**src/rtl/shift_arbiter.sv**
```systemverilog
// Two-requester round-robin front end sharing one barrel shifter (SLL/SRL/SRA)
// with a one-entry output register that drains and refills on the same edge.
module shift_arbiter #(
    parameter int N = 32,
    parameter int S = $clog2(N)
) (
    input  logic         clk,
    input  logic         rst,

    input  logic         req0_valid,
    output logic         req0_ready,
    input  logic [N-1:0] req0_a,
    input  logic [S-1:0] req0_shamt,
    input  logic [1:0]   req0_op,

    input  logic         req1_valid,
    output logic         req1_ready,
    input  logic [N-1:0] req1_a,
    input  logic [S-1:0] req1_shamt,
    input  logic [1:0]   req1_op,

    output logic         res_valid,
    input  logic         res_ready,
    output logic [N-1:0] res_data,
    output logic         res_id,
    output logic         res_err
);

    typedef enum logic [1:0] {
        OP_SLL = 2'b00,
        OP_SRL = 2'b01,
        OP_SRA = 2'b10,
        OP_RSV = 2'b11
    } shift_op_e;

    logic         last_grant;
    logic         slot_open;
    logic         grant0;
    logic         grant1;
    logic         accept;
    logic [N-1:0] sel_a;
    logic [S-1:0] sel_shamt;
    shift_op_e    sel_op;
    logic [N-1:0] shift_out;
    logic         shift_err;

    // A held result that is being consumed this cycle frees the slot immediately.
    assign slot_open = !res_valid || res_ready;

    // On a tie the requester that did not win last time goes first.
    assign grant0 = req0_valid && (!req1_valid || last_grant);
    assign grant1 = req1_valid && (!req0_valid || !last_grant);

    assign req0_ready = !rst && slot_open && grant0;
    assign req1_ready = !rst && slot_open && grant1;
    assign accept     = req0_ready || req1_ready;

    // Operand mux in front of the single shared shifter.
    assign sel_a     = grant1 ? req1_a     : req0_a;
    assign sel_shamt = grant1 ? req1_shamt : req0_shamt;
    assign sel_op    = shift_op_e'(grant1 ? req1_op : req0_op);

    always_comb begin
        // NOTE: defaults first so every path assigns every output; no latch is inferred.
        shift_out = sel_a;
        shift_err = 1'b0;
        case (sel_op)
            OP_SLL:  shift_out = sel_a << sel_shamt;
            OP_SRL:  shift_out = sel_a >> sel_shamt;
            OP_SRA:  shift_out = $signed(sel_a) >>> sel_shamt;
            default: shift_err = 1'b1;
        endcase
    end

    always_ff @(posedge clk) begin
        // NOTE: sequential state uses non-blocking assignments only.
        if (rst) begin
            res_valid  <= 1'b0;
            res_data   <= '0;
            res_id     <= 1'b0;
            res_err    <= 1'b0;
            last_grant <= 1'b1;
        end else if (accept) begin
            res_valid  <= 1'b1;
            res_data   <= shift_out;
            res_id     <= grant1;
            res_err    <= shift_err;
            last_grant <= grant1;
        end else if (res_ready) begin
            res_valid  <= 1'b0;
        end
    end

endmodule

```
**config.mk**
```make
export PLATFORM = sky130hd
export DESIGN_NAME = shift_arbiter
export DESIGN_NICKNAME = d
export VERILOG_FILES = /design/src/rtl/shift_arbiter.sv
export SDC_FILE = /design/constraint.sdc
export NUM_CORES = 1
export LEC_CHECK = 0
export BUFFER_PORTS_ARGS = -buffer_cell sky130_fd_sc_hd__buf_4
export CORE_MARGIN = 2
export CORE_UTILIZATION = 56
export DETAILED_ROUTE_END_ITERATION = 10
export PLACE_DENSITY = 0.79
export SYNTH_ARGS = -nofsm -noshare
export SYNTH_HDL_FRONTEND = slang
export SYNTH_SLANG_ARGS = --single-unit
```
**constraint.sdc**
```tcl
create_clock -name clk -period 3.1 [get_ports clk]
set_input_delay 0.31 -clock clk [delete_from_list [all_inputs] [get_ports clk]]
set_output_delay 0.31 -clock clk [all_outputs]
set_load 0.03 [all_outputs]
```
Word level (Yosys, flattened, before mapping)
Cells that the tools add are included.
W data, S select, Z words.
Word-level totals
  bits in registers: 36
  logic and storage cells: 34
  bits of input ports: 83
Operators by class
  reductions and logical operators: 17
  mux-type cells: 7
  shift-type cells: 3
  equality and inequality tests: 2
Operators with widths (count)
  $pmux W32 S3: 1
  $mux W32: 1
  $shl A32 B5 Y32: 1
  $shr A32 B5 Y32: 1
  $sshr A32 B5 Y32: 1
  $logic_and A1 B1 Y1: 5
  $logic_not A1 Y1: 5
  $mux W5: 1
  $logic_or A1 B1 Y1: 4
  $mux W1: 3
  $reduce_or A3 Y1: 1
  $eq A2 B1 Y1 const B: 1
  $eq A2 B2 Y1 const B: 1
  $logic_not A2 Y1: 1
  $mux W2: 1
  $reduce_bool A2 Y1: 1

Logic depth before layout (Yosys ltp)
  word-level depth: 7
  mapped depth: 12
  depth with buffers taken out: 7

Worst setup path before layout
Ideal clock, no wire load.
  kind: input-to-output
  start: input req1_valid
  end: output req1_ready
  data required time: 2.790 ns
  stages on the path: 8
  path slack: 0.618 ns
  data arrival time: 2.172 ns
  cells stage by stage: a21bo_1 -> buf_6 -> buf_6 -> buf_4 -> buf_4 -> buf_2 -> buf_2 -> nor3_1
Between the ends
  longest elaborated chain between the ends: 2
RTL lines
  start: declaration: RTL line 16  | input logic req1_valid,
  $logic_and A1 B1 Y1: RTL line 52  | assign grant1 = req1_valid && (!req0_valid || !last_grant);
  $logic_and A1 B1 Y1: RTL line 55  | assign req1_ready = !rst && slot_open && grant1;
  end: declaration: RTL line 17  | output logic req1_ready,
No other way between the ends.

Final worst setup path
  start: register last_grant
  end: register res_data[19]
Between the ends
  longest elaborated chain between the ends: 6
  elaborated cells between the ends (all ways): 18
  those cells by class: 2 x eq/ne; 3 x shift; 4 x mux; 9 x reduce/logical
RTL lines
  start: declaration: RTL line 36  | logic last_grant;
  start signal: assignment: RTL line 88  | last_grant <= grant1;
  $logic_not A1 Y1: RTL line 52
  $logic_or A1 B1 Y1: RTL line 52
  $logic_and A1 B1 Y1: RTL line 52
  $mux W32 (tied with other cells): RTL line 59  | assign sel_a = grant1 ? req1_a : req0_a;
  $sshr A32 B5 Y32 (tied with other cells): RTL line 70  | OP_SRA: shift_out = $signed(sel_a) >>> sel_shamt;
  $pmux W32 S3: RTL line 67  | case (sel_op)
  end signal: assignment: RTL line 85  | res_data <= shift_out;
  end: declaration: RTL line 24  | output logic [N-1:0] res_data,
Parallel ways exist; a longest one is shown, timed or not.
A chain may end at the register's enable or synchronous reset.

==> results.toml <==
[floorplanning]
fp.coreArea_um2 = 13990
start_util_pct = 57.61
die_area_um2 = 15370
placement_rows = 43
io_pins = 120
floorplan.die.width_um = 124.0
floorplan.die.height_um = 124.0

[global_route]
grt_antenna_before_repair = 0
grt_first_pass_wirelength_um = 60430
grt_pass1_vias = 9567
grt.overflow.total = 0
grtUsageTotal_pct = 53.95
grt_max_degree = 47

[synthesis]
synth_flop_type = "sky130_fd_sc_hd__dfxtp_1"
ys_ff_latch = 36
asyncSetResetFlopFracSynth_pct = 0
syn-cell-area_um2 = 8059
post_synth_num_cell_types = 70
postSynthCellCount = 1022
synth_edf_count = 0
post_synth.cell_area_avg_um2 = 7.885
ys_seq_area_share_pct = 8.943
ys.warnings.count = 0
synth_nets = 1105

[critical_path]
crit_chain = "a21bo_4 -> buf_4 -> buf_4 -> mux2i_4 -> buf_4 -> nand2_1 -> a221oi_1 -> buf_4 -> a21oi_1"
max_stage_delay_ps = 470
critPathMaxFanout = 31
worst_ep_required_time_ps = 3280
worstSetupPathType = "register to register"
timing.reg2reg.worst_path_depth = 9
timing.critical_path.mode_cell = "sky130_fd_sc_hd__buf_4"
critical_path_data_arrival_time_ps = 3220
setup_crit_start_kind = "register"
critical_path.endpoint_type = "register"
cell_with_the_largest_stage_delay_on_the_worst_path = "sky130_fd_sc_hd__dfxtp_1"

[drt]
postRouteAntennaNets = 0
vias = 10210
via_per_inst = 7.688
drt-wirelength-per-cell_um = 31.10
drc = 0
drt_iter0_markers = 1846
postRouteWirelength_um = 41310
drt-pass1-iter-count = 6

[cts]
worst_skew_pair.late_latency_ps = 300
cts_tree = "built"
numClockSinks = 36
clk_root_buffer_cell = "sky130_fd_sc_hd__clkbuf_16"
ctsLongestPathBuffers = 2
cts.reportedPaths.clkPinSlew_ps = 60
htreeDepth = 2
cts_inserted_buffers = 5

[sta]
tightest_slew_ps = 1036
layout_setup_ws_ps = 56.03
timing.final.crit_share_pct = 98.19
grt_setup_unrepaired = "no"
finalMaxSlewViolations = 0
final.setup.tns_ps = 0
layout_min_cycle_time_ps = 3044
max_clock_freq_mhz = 328.5
finalHoldViolCount = 0
max_slew_margin_pct = 30.49
timing.final.setup_violations = 0
clock_skew_ps = 11.12

[power]
leak_pwr_nw = 4.147
cellInternalPower_mw = 1.713
max-vdd-ir-drop_uv = 209.5
share_seq_of_total_power_pct = 16.1
net_switching_share_of_the_total_power_pct = 49.71
clock_power_share_pct = 16.3
cellPowerDensity_nw_per_um2 = 353.4
total_switching_power_mw = 1.693
power_frac_comb_pct = 67.5

[cells_and_area]
fin_util_pct = 68.91
finalNetCount = 1231
layout-drive-gt1-share_pct = 28.92
area_delta_synth_final_pct = 19.61
final_cell_count_no_fill = 1328
antenna-diode-count = 0
most-common-layout-cells = "sky130_fd_sc_hd__buf_4 (215), sky130_fd_sc_hd__mux2i_1 (212), sky130_fd_sc_hd__nand2_1 (106)"
final_common_cell = "sky130_fd_sc_hd__buf_4"

[placement]
i_o_buffers = 119
worst_slack_at_placement_ps = 180.3
dp.cells = 1317
detailed_place_hpwl_um = 30920
global_placer_s_final_weighted_congestion = 1.124

[worst_hold_path]
path_class_of_the_lowest_slack_min_delay_path = "input port to register"
depth_of_the_worst_hold_timing_path = 3

[run_status]
outcome = "completed"

[flow_run]
max_cap_violations = 0
through the flow:
| step | power [mW] | hold slack (ps) | area, µm² |
|---|---|---|---|
| 2_1_floorplan | 1.856 | 494.1 | 8059 |
| 3_3_place_gp | 2.689 | 481.3 | 9457 |
| 3_5_place_dp | 2.707 | 475.0 | 9457 |
| 4_1_cts | 3.264 | 370.6 | 9609 |
| 5_1_grt | 3.484 | 421.2 | 9639 |
| 6_report | 3.407 | 388.2 | 9639 |
state kept, by name (all words and copies together) (netlist names):
name,cells
res_data,32
last_grant,1
res_err,1
res_id,1
res_valid,1
power groups by stage:
stage / logic (mW) / registers (mW) / clock network [mW]
2_1_floorplan: 1.21 / 0.645 / 0
3_3_place_gp: 2.13 / 0.556 / 0
3_5_place_dp: 2.15 / 0.557 / 0
4_1_cts: 2.16 / 0.547 / 0.556
5_1_grt: 2.37 / 0.552 / 0.566
6_report: 2.30 / 0.550 / 0.557
worst max-delay path, delay by kind of cell (launching register included):
| family | cells | cell delay [ps] |
|---|---|---|
| buffers and inverters | 4 | 1000 |
| AND/OR/NAND/NOR | 1 | 270 |
| flip-flops | 1 | 470 |
| AO/OA/AOI/OAI | 3 | 850 |
| multiplexers | 1 | 310 |
cell usage after synthesis (4+ instances only):
cell type | count | area (µm²)
sky130_fd_sc_hd__mux4_2 | 30 | 675.7
sky130_fd_sc_hd__a22oi_1 | 5 | 37.54
sky130_fd_sc_hd__mux2i_1 | 215 | 2152
sky130_fd_sc_hd__a221oi_1 | 6 | 52.55
sky130_fd_sc_hd__inv_1 | 4 | 15.01
sky130_fd_sc_hd__and2_1 | 5 | 31.28
sky130_fd_sc_hd__a211oi_1 | 24 | 180.2
sky130_fd_sc_hd__a21oi_1 | 62 | 310.3
sky130_fd_sc_hd__o22ai_1 | 8 | 50.05
sky130_fd_sc_hd__nand2b_1 | 7 | 43.79
sky130_fd_sc_hd__clkbuf_1 | 29 | 108.9
sky130_fd_sc_hd__o21ai_0 | 53 | 265.3
sky130_fd_sc_hd__a31oi_1 | 22 | 137.6
sky130_fd_sc_hd__and3_1 | 5 | 31.28
sky130_fd_sc_hd__a21o_1 | 4 | 30.03
sky130_fd_sc_hd__buf_4 | 15 | 112.6
sky130_fd_sc_hd__nor3_1 | 33 | 165.2
sky130_fd_sc_hd__o311ai_0 | 4 | 35.03
sky130_fd_sc_hd__o211ai_1 | 35 | 262.8
sky130_fd_sc_hd__buf_2 | 42 | 210.2
sky130_fd_sc_hd__nand4_1 | 12 | 75.07
sky130_fd_sc_hd__nand2_1 | 106 | 397.9
sky130_fd_sc_hd__dfxtp_1 | 36 | 720.7
sky130_fd_sc_hd__mux2_2 | 53 | 596.8
sky130_fd_sc_hd__nor2_1 | 72 | 270.3
sky130_fd_sc_hd__buf_6 | 11 | 123.9
sky130_fd_sc_hd__o21ai_1 | 9 | 45.04
sky130_fd_sc_hd__o32ai_1 | 6 | 52.55
sky130_fd_sc_hd__a41oi_1 | 5 | 43.79
sky130_fd_sc_hd__a21boi_0 | 5 | 37.54
sky130_fd_sc_hd__nand3_1 | 22 | 110.1
sky130_fd_sc_hd__o31ai_1 | 15 | 112.6
final cells by class:
type	count	area, µm²
multi-input cells	880	6792
fillers	1157	4349
repair buffers	221	1734
flip-flops and latches	36	720.7
well taps	180	225.2
clock buffers	7	152.6
inverters	4	15.01
path summary, 6_finish.rpt:
kind                                  from            to  slack (ps)
worst min-delay path            req1_valid     res_valid         390
worst min register to register      res_id        res_id         490
worst max register to register  last_grant  res_data[19]          60
worst max-delay path            last_grant  res_data[19]          60
metal layers:
metal	GRT usage [%]	part of all wire [%]	vias to the layer above
met2	78.06	41	1020
met4	39.96	9.9	0
met5	0	0	-
li1	-	-	4208
met3	20.01	15	291
met1	65.07	34	4690
logic make-up after synthesis:
family / share of synthesized area, %
AOI/OAI and AO/OA: 24.17
xor gates and xnor gates: 0.2174
buffers and inverters: 7.654
DFF: 8.943
muxes: 43.47
and+or+nand+nor: 15.54
what timing repair did:
item	in CTS	in global routing
setup endpoints to repair	0	2
endpoints found under the hold margin	0	0
hold buffers	0	0
resized for setup	0	0
buffers inserted	0	4
No activity file was read; power rests on OpenSTA's default activity.
